<file path="config.mk">
export PLATFORM = sky130hd
export DESIGN_NAME = spi_cmd_bridge
export DESIGN_NICKNAME = d
export VERILOG_FILES = /design/src/rtl/spi_cmd_bridge.sv
export SDC_FILE = /design/constraint.sdc
export NUM_CORES = 1
export LEC_CHECK = 0
export BUFFER_PORTS_ARGS = -buffer_cell sky130_fd_sc_hd__buf_4
export CORE_MARGIN = 2
export CORE_UTILIZATION = 40
export DETAILED_ROUTE_END_ITERATION = 7
export SYNTH_ARGS = -nofsm -noshare
export SYNTH_HDL_FRONTEND = slang
export SYNTH_SLANG_ARGS = --single-unit
export TNS_END_PERCENT = 10
</file>
<file path="constraint.sdc">
create_clock -name clk_i -period 4.28 [get_ports clk_i]
set_clock_uncertainty 0.05 [all_clocks]
set_input_delay 0.214 -clock clk_i [delete_from_list [all_inputs] [get_ports clk_i]]
set_output_delay 0.214 -clock clk_i [all_outputs]
set_load 0.02 [all_outputs]
</file>
<file path="src/rtl/spi_cmd_bridge.sv">
// Turns SPI slave byte pulses into framed single 32-bit bus reads/writes and returns read data as TX bytes.
// Build option SPI_CMD_BRIDGE_STATUS_EN: prefixes the read response with a status byte and adds err_cnt_o.

module spi_cmd_bridge #(
    parameter int ADDR_BYTES     = 4,
    parameter int TIMEOUT_CYCLES = 65535
) (
    input  logic        clk_i,
    input  logic        rst_ni,
    input  logic        rx_dv_i,
    input  logic [7:0]  rx_byte_i,
    input  logic        frame_end_i,
    output logic        tx_dv_o,
    output logic [7:0]  tx_byte_o,
    output logic        bus_req_o,
    input  logic        bus_gnt_i,
    output logic        bus_we_o,
    output logic [31:0] bus_addr_o,
    output logic [3:0]  bus_be_o,
    output logic [31:0] bus_wdata_o,
    input  logic        bus_rvalid_i,
    input  logic [31:0] bus_rdata_i,
    input  logic        bus_err_i,
    output logic        busy_o
`ifdef SPI_CMD_BRIDGE_STATUS_EN
    ,
    output logic [7:0]  err_cnt_o
`endif
);

    localparam int TO_W = (TIMEOUT_CYCLES < 2) ? 1 : $clog2(TIMEOUT_CYCLES + 1);
`ifdef SPI_CMD_BRIDGE_STATUS_EN
    localparam int RESP_LEN = 5;
`else
    localparam int RESP_LEN = 4;
`endif
    localparam logic [2:0] ADDR_LAST = 3'(ADDR_BYTES - 1);
    localparam logic [2:0] RESP_LAST = 3'(RESP_LEN - 1);
    localparam logic [TO_W:0] TO_LIMIT = (TO_W + 1)'(TIMEOUT_CYCLES);

    typedef enum logic [2:0] {
        S_IDLE,
        S_ADDR,
        S_WDATA,
        S_REQ,
        S_WAIT,
        S_RESP
    } state_e;

    state_e          state_q, state_d;
    logic            we_q, we_d;
    logic [31:0]     addr_q, addr_d;
    logic [31:0]     wdata_q, wdata_d;
    logic [31:0]     resp_q, resp_d;
    logic [2:0]      cnt_q, cnt_d;
    logic [TO_W-1:0] to_cnt_q, to_cnt_d;
    logic            abort_q, abort_d;
    logic            bus_req_q, bus_req_d;
    logic            tx_dv_q, tx_dv_d;
    logic [7:0]      tx_byte_q, tx_byte_d;
`ifdef SPI_CMD_BRIDGE_STATUS_EN
    logic [7:0]      err_cnt_q, err_cnt_d;
`endif

    logic            counting;
    logic            to_hit;
    logic [TO_W:0]   to_next;
    logic            cmd_valid;
    logic [31:0]     rd_word;

    // Bus handshake: bus_req_o with address/we/wdata stays asserted and stable until the
    // first cycle with bus_gnt_i high; exactly one bus_rvalid_i is then expected per grant.

    always_comb begin
        counting  = (state_q == S_ADDR) || (state_q == S_WDATA) || (state_q == S_RESP);
        to_next   = {1'b0, to_cnt_q} + {{TO_W{1'b0}}, 1'b1};
        to_hit    = (TIMEOUT_CYCLES != 0) && counting && !rx_dv_i && (to_next == TO_LIMIT);
        cmd_valid = (rx_byte_i == 8'h01) || (rx_byte_i == 8'h02);
`ifdef SPI_CMD_BRIDGE_STATUS_EN
        rd_word   = bus_rdata_i;
`else
        rd_word   = bus_err_i ? 32'hFFFF_FFFF : bus_rdata_i;
`endif

        state_d   = state_q;
        we_d      = we_q;
        addr_d    = addr_q;
        wdata_d   = wdata_q;
        resp_d    = resp_q;
        cnt_d     = cnt_q;
        abort_d   = abort_q;
        bus_req_d = bus_req_q;
        tx_dv_d   = 1'b0;
        tx_byte_d = tx_byte_q;
        to_cnt_d  = '0;
`ifdef SPI_CMD_BRIDGE_STATUS_EN
        err_cnt_d = err_cnt_q;
`endif

        if (counting && !rx_dv_i) begin
            to_cnt_d = to_next[TO_W-1:0];
        end

        case (state_q)
            S_IDLE: begin
                abort_d = 1'b0;
                cnt_d   = '0;
                if (rx_dv_i && !frame_end_i && cmd_valid) begin
                    we_d    = (rx_byte_i == 8'h01);
                    addr_d  = '0;
                    state_d = S_ADDR;
                end
            end

            S_ADDR: begin
                if (frame_end_i || (!rx_dv_i && to_hit)) begin
                    state_d = S_IDLE;
                    cnt_d   = '0;
                end else if (rx_dv_i) begin
                    addr_d = {addr_q[23:0], rx_byte_i};
                    if (cnt_q == ADDR_LAST) begin
                        cnt_d = '0;
                        if (we_q) begin
                            state_d = S_WDATA;
                        end else begin
                            state_d   = S_REQ;
                            bus_req_d = 1'b1;
                        end
                    end else begin
                        cnt_d = cnt_q + 3'd1;
                    end
                end
            end

            S_WDATA: begin
                if (frame_end_i || (!rx_dv_i && to_hit)) begin
                    state_d = S_IDLE;
                    cnt_d   = '0;
                end else if (rx_dv_i) begin
                    wdata_d = {wdata_q[23:0], rx_byte_i};
                    if (cnt_q == 3'd3) begin
                        cnt_d     = '0;
                        state_d   = S_REQ;
                        bus_req_d = 1'b1;
                    end else begin
                        cnt_d = cnt_q + 3'd1;
                    end
                end
            end

            S_REQ: begin
                // A frame end here is remembered; the access itself is never abandoned.
                if (frame_end_i) begin
                    abort_d = 1'b1;
                end
                if (bus_gnt_i) begin
                    bus_req_d = 1'b0;
                    state_d   = S_WAIT;
                end
            end

            S_WAIT: begin
                if (frame_end_i) begin
                    abort_d = 1'b1;
                end
                if (bus_rvalid_i) begin
`ifdef SPI_CMD_BRIDGE_STATUS_EN
                    if (bus_err_i && (err_cnt_q != 8'hFF)) begin
                        err_cnt_d = err_cnt_q + 8'd1;
                    end
`endif
                    if (!we_q && !abort_q && !frame_end_i) begin
                        state_d = S_RESP;
                        cnt_d   = '0;
                        tx_dv_d = 1'b1;
`ifdef SPI_CMD_BRIDGE_STATUS_EN
                        tx_byte_d = {7'd0, bus_err_i};
                        resp_d    = rd_word;
`else
                        tx_byte_d = rd_word[31:24];
                        resp_d    = {rd_word[23:0], 8'h00};
`endif
                    end else begin
                        state_d = S_IDLE;
                        cnt_d   = '0;
                    end
                end
            end

            S_RESP: begin
                if (frame_end_i || (!rx_dv_i && to_hit)) begin
                    state_d = S_IDLE;
                    cnt_d   = '0;
                end else if (rx_dv_i) begin
                    if (cnt_q == RESP_LAST) begin
                        state_d = S_IDLE;
                        cnt_d   = '0;
                    end else begin
                        tx_dv_d   = 1'b1;
                        tx_byte_d = resp_q[31:24];
                        resp_d    = {resp_q[23:0], 8'h00};
                        cnt_d     = cnt_q + 3'd1;
                    end
                end
            end

            default: begin
                state_d = S_IDLE;
            end
        endcase
    end

    always_ff @(posedge clk_i) begin
        if (!rst_ni) begin
            state_q   <= S_IDLE;
            we_q      <= 1'b0;
            addr_q    <= '0;
            wdata_q   <= '0;
            resp_q    <= '0;
            cnt_q     <= '0;
            to_cnt_q  <= '0;
            abort_q   <= 1'b0;
            bus_req_q <= 1'b0;
            tx_dv_q   <= 1'b0;
            tx_byte_q <= '0;
`ifdef SPI_CMD_BRIDGE_STATUS_EN
            err_cnt_q <= '0;
`endif
        end else begin
            state_q   <= state_d;
            we_q      <= we_d;
            addr_q    <= addr_d;
            wdata_q   <= wdata_d;
            resp_q    <= resp_d;
            cnt_q     <= cnt_d;
            to_cnt_q  <= to_cnt_d;
            abort_q   <= abort_d;
            bus_req_q <= bus_req_d;
            tx_dv_q   <= tx_dv_d;
            tx_byte_q <= tx_byte_d;
`ifdef SPI_CMD_BRIDGE_STATUS_EN
            err_cnt_q <= err_cnt_d;
`endif
        end
    end

    assign tx_dv_o     = tx_dv_q;
    assign tx_byte_o   = tx_byte_q;
    assign bus_req_o   = bus_req_q;
    assign bus_we_o    = we_q;
    assign bus_addr_o  = {addr_q[31:2], 2'b00};
    assign bus_be_o    = 4'hF;
    assign bus_wdata_o = wdata_q;
    assign busy_o      = (state_q != S_IDLE);
`ifdef SPI_CMD_BRIDGE_STATUS_EN
    assign err_cnt_o   = err_cnt_q;
`endif

endmodule

</file>
; ---- After elaboration in Yosys (flattened, before gate mapping)
; Cells that the tools add are included.
[word_totals]
regBits = 130
in_bits = 47
out_inout_bits = 80
wordCells = 132
[classes]
add_sub_neg = 2
n_eq_ne = 31
n_mux = 54
bitwise_logic = 1
n_reduce_logical = 33
[op_table]
columns = cell, n
row1 = 32-bit 2-to-1 mux, 9
row2 = 32-bit one-hot mux with 2 select lines, 2
row3 = 3-bit 2-to-1 mux, 17
row4 = 8-bit 2-to-1 mux, 5
row5 = "2-bit != test, second input constant", 12
row6 = 3-bit one-hot mux with 6 select lines, 1
row7 = 9-bit AND reduction, 2
row8 = "16-bit by 1-bit adder with 17-bit output, second input constant", 1
row9 = "17-bit by 16-bit == test with 1-bit output, second input constant", 1
row10 = 8-bit one-hot mux with 2 select lines, 1
row11 = 1-bit 2-to-1 mux, 15
row12 = "3-bit by 1-bit != test with 1-bit output, second input constant", 4
row13 = "3-bit by 2-bit == test with 1-bit output, second input constant", 3
row14 = "3-bit by 2-bit != test with 1-bit output, second input constant", 3
row15 = 3-bit one-hot mux with 3 select lines, 1
row16 = 3-bit nonzero test, 3
row17 = "8-bit by 1-bit == test with 1-bit output, second input constant", 1
row18 = "8-bit by 2-bit == test with 1-bit output, second input constant", 1
row19 = 1-bit logical AND, 7
row20 = "3-bit == test, second input constant", 2
row21 = "2-bit by 1-bit != test with 1-bit output, second input constant", 3
row22 = 2-bit AND reduction, 3
row23 = 3-bit AND reduction, 2
row24 = 6-bit AND reduction, 1
row25 = 12 further kinds, 21

; ---- Depth between registers and ports, before layout
; Gate-level depths: netlist of run 1.
[depth]
word_depth = 9
ltp_mapped = 10
mapped_depth_nobuf = 9

; ---- Worst setup path before layout of run 1
; Ideal clock, no wire load.
[synth_path]
path_kind = register -> register
start = reg to_cnt_q[0]
end = reg state_q[2]
setup_ns = 0.116
arrival_ns = 2.339
t_required_ns = 4.114
slack_ns = 1.776
path_stages_with_launch = 11
n_path_buf = 1
period_less_slack_ns = 2.504
path_cell_list = dfxtp_1 clkbuf_1 inv_1 ha_1 nand4_1 a2111oi_4 o221ai_2 o41ai_4 a2bb2oi_2 mux2_1 and3_1
[synth_via]
elab_chain_cells = 7
elab_cells_between_ends = 16
cone_classes = add/sub (1) / eq/ne (7) / mux (4) / reduce/logical (4)
[synth_lines]
columns = item, line_no
row1 = start: declaration, 56  ; logic [TO_W-1:0] to_cnt_q, to_cnt_d;
row2 = start signal: assignment, 236  ; to_cnt_q <= to_cnt_d;
row3 = 16-bit by 1-bit adder with 17-bit output (*), 76  ; to_next = {1'b0, to_cnt_q} + {{TO_W{1'b0}}, 1'b1};
row4 = net to_next[0], 67  ; logic [TO_W:0] to_next;
row5 = 17-bit by 16-bit == test with 1-bit output (*), 77  ; to_hit = (TIMEOUT_CYCLES != 0) && counting && !rx_dv_i && (to_next == TO_LIMIT);
row6 = 1-bit logical AND (*), 77
row7 = 1-bit logical AND (*), "116, 136, 191"
row8 = 1-bit logical OR (*), "116, 136, 191"
row9 = "3-bit by 1-bit != test with 1-bit output (no line), or another cell as far along", -
row10 = 9-bit AND reduction (no line) / 3-bit one-hot mux with 6 select lines (equally long branches), -
row11 = end signal: assignment, 230  ; state_q <= state_d;
row12 = end: declaration, 50  ; state_e state_q, state_d;
; Mark *: on every way through the listed nets, which the timed path passes. The rest lies on a longest branch.
; A chain may end at the register's enable or synchronous reset.

; ---- Worst setup path in the final report of run 1
[layout_path]
start = reg state_q[0]
end = reg state_q[2]
[layout_via]
elab_chain_cells = 9
elab_cells_between_ends = 26
cone_classes = eq/ne (14) / mux (4) / reduce/logical (8)
[layout_lines]
columns = item, line_no
row1 = 3-bit by 1-bit == test with 1-bit output / 3-bit by 2-bit == test with 1-bit output (equally long branches), "75, 104"
row2 = 1-bit logical OR (2 in series), 75  ; counting = (state_q == S_ADDR) || (state_q == S_WDATA) || (state_q == S_RESP);
row3 = 1-bit logical AND (2 in series), 77
row4 = 1-bit logical AND, "116, 136, 191"
row5 = 1-bit logical OR, "116, 136, 191"
row6 = "3-bit by 1-bit != test with 1-bit output (no line), or another cell as far along", -
row7 = 9-bit AND reduction (no line) / 3-bit one-hot mux with 6 select lines (equally long branches), -
; Several ways; a longest one is shown, not always the timed one.

==> results of run 1 <==
[registers in the layout, summed over array words and instances (netlist names)]
name         count
bus_we_o         1
to_cnt_q        16
tx_byte_o        8
bus_wdata_o     32
cnt_q            3
addr_q          32
resp_q          24
abort_q          1
bus_req_o        1
tx_dv_o          1
state_q          3
[path summary, 6_finish.rpt]
kind | endpoint | slack [ps] | depth (start not counted)
worst max-delay path | state_q[2] | 1090 | 7
worst min-delay path | resp_q[10] | 10 | 3
worst max register to register | state_q[2] | 1090 | 7
worst min register to register | cnt_q[2] | 400 | 2
[metal layers]
layer,global-route usage,up-vias,part of all wire
li1,-,2582,-
met1,0.2264,2298,0.47
met2,0.2726,139,0.46
met3,0.04811,23,0.050
met4,0.08262,0,0.023
met5,0,-,0
[power by group through the flow]
stage          sequential (mW)  clock (mW)  combinational [mW]
6_report                  1.16        1.34               0.141
3_3_place_gp              1.18           0               0.135
2_1_floorplan             1.16           0               0.105
5_1_grt                   1.16        1.42               0.155
4_1_cts                   1.16        1.37               0.141
3_5_place_dp              1.18           0               0.137
[placed cells by master (no fill, tap or decap), types with 3 or more instances in the layout]
master	n
nand2_1	170
buf_4	124
dfxtp_1	121
a21boi_0	91
nor2_1	64
nand3_1	42
o211ai_1	25
clkbuf_16	17
o21ai_0	14
nor3_1	12
a21oi_1	11
inv_1	7
xor2_1	7
xnor2_1	6
conb_1	6
dlygate4sd3_1	6
and3_1	5
nand2b_1	5
nand4_1	5
nor4_1	5
nor2b_1	4
clkbuf_1	4
clkbuf_8	4
a211oi_2	3
and2_1	3
nand4b_1	3
o31a_1	3
or2_2	3
ha_1	3
[critical path, stage by stage, from the launching register on]
cell,delay [ps]
dfxtp_2,910
nand2b_1,320
a2111oi_4,420
o221ai_2,170
o41ai_4,460
a2bb2oi_2,230
mux2_1,340
and3_1,180
[metrics by stage]
step / area [um2] / instances / total power [mW] / worst slack (ps) / hold slack, ps
6_report: 7152 / 993 / 2.641 / 1088 / 12.18
4_1_cts: 7152 / 993 / 2.674 / 1123 / 1.413
2_1_floorplan: 5839 / 737 / 1.270 / 1776 / 308.9
3_3_place_gp: 6533 / 956 / 1.318 / 1222 / 380.1
5_1_grt: 7152 / 993 / 2.740 / 843.4 / 11.91
3_5_place_dp: 6533 / 956 / 1.320 / 1140 / 388.2
[cell type report]
cell class,instances,area [um2]
clock buffer,25,495.5
clock inverter,6,63.81
fill,1426,7217
inverter,7,26.28
multi-input combinational,519,2902
sequential,122,2444
tap,184,230.2
timing repair buffer,130,991.0
[kinds of logic after synthesis]
logic type                 after synthesis
AOI/OAI and AO/OA                      165
xor gates and xnor gates                13
adders and majority gates                3
buffers and inverters                   96
DFF                                    122
muxes                                    1
other                                    2
and+or+nand+nor                        331
==> out/metrics.csv, run 1 <==
stage,metric,value,unit
synth,async_reset_ff_frac,0,
synth,synthTopCellsByArea,"dfxtp_1, a21boi_0, nand2_1",
global_routing,antenna_found_initial,0,
route,drt_pass1_iterations,5,
power_and_ir_drop,pwr-share-comb,0.053,
die,die_h,124.7,um
power_and_ir_drop,p_leak,2.661,nW
sta,hold_viol,0,
flow_run,drv_cap,0,
route,drc,0,
sta,maxSlewViolCount,0,
setup_path,cp-start-kind,flop,
route,vias,5042,
clock_tree,postCtsHoldBufs,6,
setup_path,worstPathArrival,3440,ps
die,chipWidth,124.7,um
sta,rsz0062_at_grt,false,
synth,synthDistinctLibCells,51,
sta,worstMarginPinSlew,1228,ps
placement,port_buffers,120,
synth,synth-seq-cells,122,
synth,synth_xor_area_frac,0.01955,
sta,fmax,0.3133,GHz
clock_tree,clkTransAtPathRegs,50,ps
clock_tree,cts_root_buffer,clkbuf_16,
route,first_iter_violations,310,
cells_and_area,n_antenna_cell,0,
status,status,"complete, no violations",
sta,relSlewSlack,0.1787,
die,die-area,15540,um2
global_routing,grt_pass1_vias,4682,
synth,ys_seq_area_frac,0.4193,
route,ant_nets,0,
synth,ys_warn_count,0,
synth,synth_compound_area_frac,0.2163,
setup_path,crit_type,flop to flop,
clock_tree,cts_tree,built,
sta,fin_crit,3192,ps
synth,syn-cell-area,5824,um2
cells_and_area,fin_util,0.4977,
clock_tree,cts_max_level,4,
synth,synthTopCellsByCount,"nand2_1, dfxtp_1, a21boi_0",
cells_and_area,area_growth,22.79,%
synth,avgSynthCellArea,7.946,um2
power_and_ir_drop,p_switching,580.2,uW
setup_path,crit_path_start,state_q[0],
clock_tree,cts_sinks,122,
synth,syn_inst,733,
synth,synth_top_family_by_area,simple AND/OR/NAND/NOR gates,
power_and_ir_drop,pwr-share-seq,0.439,
worst_hold_path,hold_path_class,input pin to flop,
setup_path,critPathCaptureType,flop,
synth,yosys.area.top_type_share,0.4193,
cells_and_area,final_nets,847,
setup_path,r2r-start,state_q[0],
synth,synth_mux_area_frac,0.001933,
worst_hold_path,min_from,bus_rdata_i[2],
setup_path,worst_ep_required_time,4530,ps
clock_tree,clk_latency,410,ps
synth,netlist.top_cell.by_area,dfxtp_1,
synth,synthAdderAreaFrac,0.006445,
clock_tree,postCtsSetupBuffers,0,
global_routing,grtUsageTotal,0.1755,
power_and_ir_drop,swShare,0.2197,
synth,ys.flop_type,dfxtp_1,
sta,period_share,0.7457,
global_routing,grt_max_degree,104,
power_and_ir_drop,ir_worst_vdd,256.5,uV
power_and_ir_drop,power_density,369.3,nW/um2
sta,finalSetupViolCount,0,
route,wirelength,13450,um
die,core,14370,um2
sta,finalSetupTns,0,ps
cells_and_area,final_layout_size_suffix_gt1_frac,0.2064,
die,start_util,0.4053,
route,drt-wirelength-per-cell,13.54,um
die,io_pins,127,
synth,synth_edf_count,0,
clock_tree,clockBufferDepth,2,
clock_tree,cts_resized,0,
clock_tree,cts_made_buffers,17,
synth,synthSimpleGateAreaFrac,0.2481,
global_routing,grt_pass1_wl,22580,um
placement,gp_congestion,0.8620,
route,viasPerCell,5.078,
setup_path,worst-path-max-fanout,53,
power_and_ir_drop,p_clk_frac,0.508,
power_and_ir_drop,p_int,2.061,mW
placement,place_hpwl,8974,um
die,num_rows,44,
global_routing,grt.overflow.total,0,
synth,yosysMostFrequentCell,nand2_1,
No activity file was read; power rests on OpenSTA's default activity.
==> run 2: changes to the inputs <==
==> constraint.sdc (replaced) <==
create_clock -name clk_i -period 2.8 [get_ports clk_i]
set_clock_uncertainty 0.05 [all_clocks]
set_input_delay 0.14 -clock clk_i [delete_from_list [all_inputs] [get_ports clk_i]]
set_output_delay 0.14 -clock clk_i [all_outputs]
set_load 0.02 [all_outputs]
==> run 2 against run 1 <==
  * Critical path depth rose by 1
  * Sequential share of layout area is 1.2 points lower
  * Highest routed layer unchanged
  * Global-route usage increased by 0.84 points
  * Combinational power rose by 85%
  * Via count is 1.8% higher
  * Maximum frequency rose by 23%
  * Cell area increased by 3.6%
  * Die area stayed put
  * Largest cell class unchanged
  * Core utilization is 1.8 points higher
  * Final cell count grew 2.1%
  * Wire length up 3.1%
  * Worst hold slack improved by 92 ps
==> out/metrics.csv, run 2 (same netlist as run 1, synthesis figures left out) <==
stage,metric,value,unit,change
global_routing,grt_max_degree,60,,-42%
global_routing,grt.overflow.total,0,,unchanged
placement,dp_cells,966,,+1.0%
die,chipWidth,124.7,um,unchanged
global_routing,grtUsageTotal,0.1839,,+0.008378
setup_path,crit_type,flop to flop,,
sta,period_share,0.9299,,+0.1842
global_routing,grt_pass1_vias,4940,,+5.5%
sta,relSlewSlack,0.6532,,+0.4745
clock_tree,cts_made_buffers,17,,unchanged
sta,maxSlewViolCount,0,,unchanged
power_and_ir_drop,p_total,4.328,mW,+64%
route,wirelength,13870,um,+3.1%
setup_path,worst-path-max-fanout,10,,-81%
worst_hold_path,min_from,bus_rdata_i[10],,
cells_and_area,final_nets,867,,+2.4%
power_and_ir_drop,power_density,584.2,nW/um2,+58%
sta,rsz0062_at_grt,false,,
route,drt-wirelength-per-cell,13.67,um,+0.98%
die,die_h,124.7,um,unchanged
flow_run,drv_cap,0,,unchanged
setup_path,r2r-start,to_cnt_q[1],,
die,num_rows,44,,unchanged
placement,gp_congestion,0.8880,,+3.0%
clock_tree,cts_max_level,4,,unchanged
cells_and_area,final_common_cell,nand2_1,,
cells_and_area,final_cells,1014,,+2.1%
power_and_ir_drop,p_leak,2.782,nW,+4.6%
sta,worstMarginPinSlew,519.0,ps,-709.5 ps
route,viasPerCell,5.062,,-0.30%
sta,worst_slack,196.2,ps,-892.2 ps
sta,hold_slack,104.0,ps,+91.77 ps
worst_hold_path,hold_path_class,input pin to flop,,
clock_tree,cts_root_buffer,clkbuf_16,,
route,drc,0,,unchanged
sta,finalSetupViolCount,0,,unchanged
cells_and_area,fin_util,0.5155,,+0.01776
cells_and_area,mostFrequentLayoutCells,"nand2_1, buf_4, dfxtp_1",,
placement,place_hpwl,9213,um,+2.7%
clock_tree,cts_tree,built,,
route,first_iter_violations,386,,+25%
die,io_pins,127,,unchanged
cells_and_area,n_antenna_cell,0,,unchanged
route,drt_pass1_iterations,5,,unchanged
sta,hold_viol,0,,unchanged
cells_and_area,final_layout_size_suffix_gt1_frac,0.2217,,+0.01526
cells_and_area,area_growth,27.18,%,
global_routing,antenna_found_initial,0,,unchanged
route,vias,5133,,+1.8%
cells_and_area,fillers,1399,,-1.9%
setup_path,cp-start-kind,flop,,
setup_path,critPathCaptureType,flop,,
cells_and_area,finalInstanceArea,7407,um2,+3.6%
power_and_ir_drop,ir_worst_vdd,321.3,uV,+25%
setup_path,worst_ep_required_time,3050,ps,-1480 ps
die,die-area,15540,um2,unchanged
sta,finalSetupTns,0,ps,unchanged
clock_tree,clockBufferDepth,2,,unchanged
setup_path,cp_slowest_cell,dfxtp_2,,
sta,fmax,0.3840,GHz,+23%
route,ant_nets,0,,unchanged
global_routing,grt_pass1_wl,23680,um,+4.9%
clock_tree,clk_latency,410,ps,about the same
placement,dpl_cell_area,6608,um2,+1.1%
placement,pre_cts_ws,58.40,ps,-1082 ps
setup_path,path_cells,ha_2 > a21bo_2 > o31a_1 > o21a_1 > o41ai_4 > a2bb2oi_2 > mux2_1 > and3_1,,
status,status,"complete, no violations",,
die,core,14370,um2,unchanged
placement,port_buffers,120,,unchanged
clock_tree,cts_sinks,122,,unchanged
clock_tree,clkTransAtPathRegs,50,ps,about the same
setup_path,crit_path_start,to_cnt_q[1],,
die,start_util,0.4053,,unchanged
setup_path,worstPathArrival,2860,ps,-580 ps
sta,fin_crit,2604,ps,-587.8 ps
setup_path,max_stage_delay,420,ps,-490 ps
==> run 2: cell count changes in the layout (fill, tap and decap cells not counted), moves of 3 or more <==
cell	before	now
buf_4	124	134
dlygate4sd3_1	6	16
clkbuf_8	4	1
clkbuf_1	4	0
clkinv_4	1	4
bufinv_16	1	4
==> run 2: layout make-up <==
cell class	instances	area (um2)	area share
clock buffer	18	439.2	0.05929
clock inverter	14	196.4	0.02652
inverter	7	26.28	0.003547
multi-input combinational	519	2904	0.3921
sequential	122	2445	0.3301
tap	184	230.2	0.03108
timing repair buffer	150	1166	0.1574
==> run 2: routing by layer <==
metal	track usage	share of wire
met1	0.2370	0.47
met2	0.2906	0.46
met3	0.05284	0.048
met4	0.07270	0.020
met5	0	0
==> run 2: what timing repair did <==
| action | 4_1_cts | 5_1_grt |
|---|---|---|
| endpoints found under the setup margin | 0 | 4 |
| setup buffers | 0 | 0 |
| hold buffers | 16 | 0 |
| gates resized for setup | 0 | 2 |
| hold endpoints to repair | 25 | 0 |
==> run 2: power by group <==
part / switching [mW] / internal, mW
Sequential: 0.00341 / 1.74
Combinational: 0.147 / 0.114
Clock: 0.807 / 1.52
==> run 2: final timing paths <==
check	cells after the start	endpoint	slack [ps]
worst min-delay path	5	resp_q[18]	100
worst max register to register	8	state_q[2]	200
worst max-delay path	8	state_q[2]	200
worst min register to register	2	cnt_q[2]	400
==> run 2: critical path, delay by kind of cell (launching register included) <==
family,cells,cell delay [ps]
multiplexers,1,340
adder cells (fa/ha/maj),1,260
flip-flops,1,420
AND/OR/NAND/NOR,1,190
AO/OA/AOI/OAI,5,1230
==> run 3: changes to the inputs <==
--- a/config.mk
+++ b/config.mk
@@ -6,7 +6,7 @@
 export NUM_CORES = 1
 export LEC_CHECK = 0
 export BUFFER_PORTS_ARGS = -buffer_cell sky130_fd_sc_hd__buf_4
-export CORE_MARGIN = 2
+export CORE_ASPECT_RATIO = 0.7
 export CORE_UTILIZATION = 40
 export DETAILED_ROUTE_END_ITERATION = 7
 export SYNTH_ARGS = -nofsm -noshare
==> run 3 against run 2 <==
  * Highest routed layer unchanged
  * Worst hold slack got worse by 1.9 ps
  * Cell area up 0.49%
  * Worst setup slack worse by 33 ps
  * First-iteration DRC count decreased by 40%
  * Power rose by 2.3%
  * Die area is 3.1% lower
==> out/metrics.csv, run 3 (same netlist as run 1, synthesis figures left out) <==
stage,metric,value,unit,change
power_and_ir_drop,pwr-share-seq,0.394,,-0.009
route,first_iter_violations,230,,-40%
sta,worst_slack,162.7,ps,-33.43 ps
power_and_ir_drop,ir_worst_vdd,397.1,uV,+24%
cells_and_area,mostFrequentLayoutCells,"nand2_1, buf_4, dfxtp_1",,
setup_path,ff2ff_path_depth,8,,unchanged
power_and_ir_drop,p_switching,966.4,uW,+1.0%
setup_path,cpLargestDelayFamily,compound AO/OA/AOI/OAI gates,,
die,start_util,0.4144,,+0.009094
power_and_ir_drop,pwr-share-comb,0.059,,about the same
die,die_h,103.0,um,-17%
worst_hold_path,whs_path_depth,5,,unchanged
clock_tree,clockBufferDepth,2,,unchanged
clock_tree,cts_root_buffer,clkbuf_16,,
clock_tree,cts_tree,built,,
global_routing,antenna_found_initial,0,,unchanged
worst_hold_path,holdPathEnd,resp_q[25],,
setup_path,cp-start-kind,flop,,
cells_and_area,final_layout_size_suffix_gt1_frac,0.2193,,-0.002410
setup_path,crit_type,flop to flop,,
flow_run,drv_cap,0,,unchanged
route,vias,5080,,-1.0%
cells_and_area,fin_util,0.5296,,+0.01415
route,drt_pass1_iterations,4,,-1
route,drt-wirelength-per-cell,13.96,um,+2.1%
status,status,"complete, no violations",,
cells_and_area,fillers,1358,,-2.9%
sta,fin_crit,2637,ps,+33.43 ps
power_and_ir_drop,p_total,4.429,mW,+2.3%
sta,hold_slack,102.1,ps,-1.881 ps
clock_tree,clk_latency,410,ps,about the same
power_and_ir_drop,p_clk_frac,0.547,,+0.010
global_routing,grt_max_degree,57,,-5.0%
power_and_ir_drop,swShare,0.2182,,-0.002837
clock_tree,clkTransAtPathRegs,60,ps,about the same
sta,finalSetupTns,0,ps,unchanged
cells_and_area,finalInstanceArea,7443,um2,+0.49%
placement,dp_cells,973,,+0.72%
placement,pre_cts_ws,180.7,ps,+122.3 ps
sta,hold_viol,0,,unchanged
die,io_pins,127,,unchanged
setup_path,cp_slowest_cell,dfxtp_1,,
die,num_rows,36,,-18%
route,viasPerCell,4.980,,-1.6%
sta,period_share,0.9419,,+0.01194
setup_path,reg2reg_to,state_q[2],,
power_and_ir_drop,p_leak,2.797,nW,+0.52%
setup_path,worst_ep_required_time,3040,ps,about the same
global_routing,grt.overflow.total,0,,unchanged
sta,worstMarginPinSlew,544.9,ps,+25.96 ps
clock_tree,cts_max_level,4,,unchanged
sta,maxSlewViolCount,0,,unchanged
setup_path,r2r-start,to_cnt_q[0],,
die,die-area,15060,um2,-3.1%
cells_and_area,final_cells,1020,,+0.59%
sta,finalSetupViolCount,0,,unchanged
cells_and_area,n_antenna_cell,0,,unchanged
route,ant_nets,0,,unchanged
power_and_ir_drop,p_int,3.463,mW,+2.7%
die,chipWidth,146.2,um,+17%
placement,dpl_cell_area,6621,um2,+0.21%
placement,gp_congestion,0.8472,,-4.6%
cells_and_area,final_nets,868,,+0.12%
power_and_ir_drop,power_density,595.0,nW/um2,+1.8%
worst_hold_path,hold_path_class,input pin to flop,,
clock_tree,cts_made_buffers,17,,unchanged
cells_and_area,final_common_cell,nand2_1,,
placement,place_hpwl,9529,um,+3.4%
placement,port_buffers,120,,unchanged
clock_tree,cts_sinks,122,,unchanged
setup_path,critPathCaptureType,flop,,
sta,rsz0062_at_grt,false,,
cells_and_area,area_growth,27.80,%,
setup_path,ff2ff_setup_slack,160,ps,-30 ps
global_routing,grt_pass1_wl,23390,um,-1.2%
route,wirelength,14240,um,+2.7%
sta,relSlewSlack,0.6358,,-0.01735
worst_hold_path,min_from,bus_rdata_i[17],,
setup_path,crit_buf_inv,0,,unchanged
setup_path,path_cells,ha_1 > a21bo_2 > o31a_1 > o21a_1 > o41ai_4 > a2bb2oi_2 > mux2_1 > and3_1,,
setup_path,worst-path-max-fanout,6,,-4
global_routing,grt_pass1_vias,4736,,-4.1%
route,drc,0,,unchanged
sta,fmax,0.3792,GHz,-1.3%
global_routing,grtUsageTotal,0.1922,,+0.008304
setup_path,max_stage_delay,430,ps,about the same
die,core,14050,um2,-2.2%
setup_path,worstPathArrival,2880,ps,+20 ps
run 3: cell count changes in the layout (fill, tap and decap cells not counted):
cell,before,now
ha_1,2,3
ha_2,1,0
buf_4,134,135
nor4_2,1,2
clkinv_2,2,0
inv_6,1,2
dfxtp_2,2,0
clkinv_4,4,3
dfxtp_1,120,122
nor4_1,5,4
bufinv_16,4,5
run 3: worst register-to-register path: stages, from the launching register on:
cell       delay [ps]
dfxtp_1           430
ha_1              270
a21bo_2           280
o31a_1            240
o21a_1            210
o41ai_4           350
a2bb2oi_2         200
mux2_1            330
and3_1            170
run 3: worst max path at each step:
stage	from	end	slack, ps	cells past startpoint
finish	to_cnt_q[0]	state_q[2]	160	8
global route	to_cnt_q[0]	state_q[2]	2	8
CTS	to_cnt_q[0]	state_q[2]	170	8
detailed placement	to_cnt_q[0]	state_q[2]	180	8
global placement	to_cnt_q[0]	state_q[2]	260	8
floorplan	to_cnt_q[0]	state_q[2]	300	10
run 3: per-layer routing:
metal | share of wire | vias up | track usage
li1 | - | 2612 | -
met2 | 0.44 | 92 | 0.2930
met3 | 0.044 | 2 | 0.04912
met4 | 0.0029 | 0 | 0.06090
met5 | 0 | - | 0
met1 | 0.52 | 2374 | 0.2662
run 3: layout make-up:
class	instances	area, um2	area share
multi-input combinational	519	2908	0.3907
inverter	7	26.28	0.003530
clock inverter	13	216.5	0.02908
sequential	122	2442	0.3281
tap	190	237.7	0.03194
clock buffer	18	439.2	0.05900
timing repair buffer	151	1174	0.1577
run 3: power groups by stage:
stage	registers, mW	logic (mW)	clock network (mW)
after floorplan	1.78	0.161	0
final	1.75	0.260	2.42
after global placement	1.78	0.242	0
after detailed placement	1.78	0.243	0
after CTS	1.74	0.262	2.46
after global routing	1.74	0.288	2.55
run 3: timing repair:
item,CTS,global route
gates resized for setup,0,1
buffers inserted,0,0
endpoints found under the hold margin,21,0
setup endpoints to repair,0,2
hold buffers,16,0
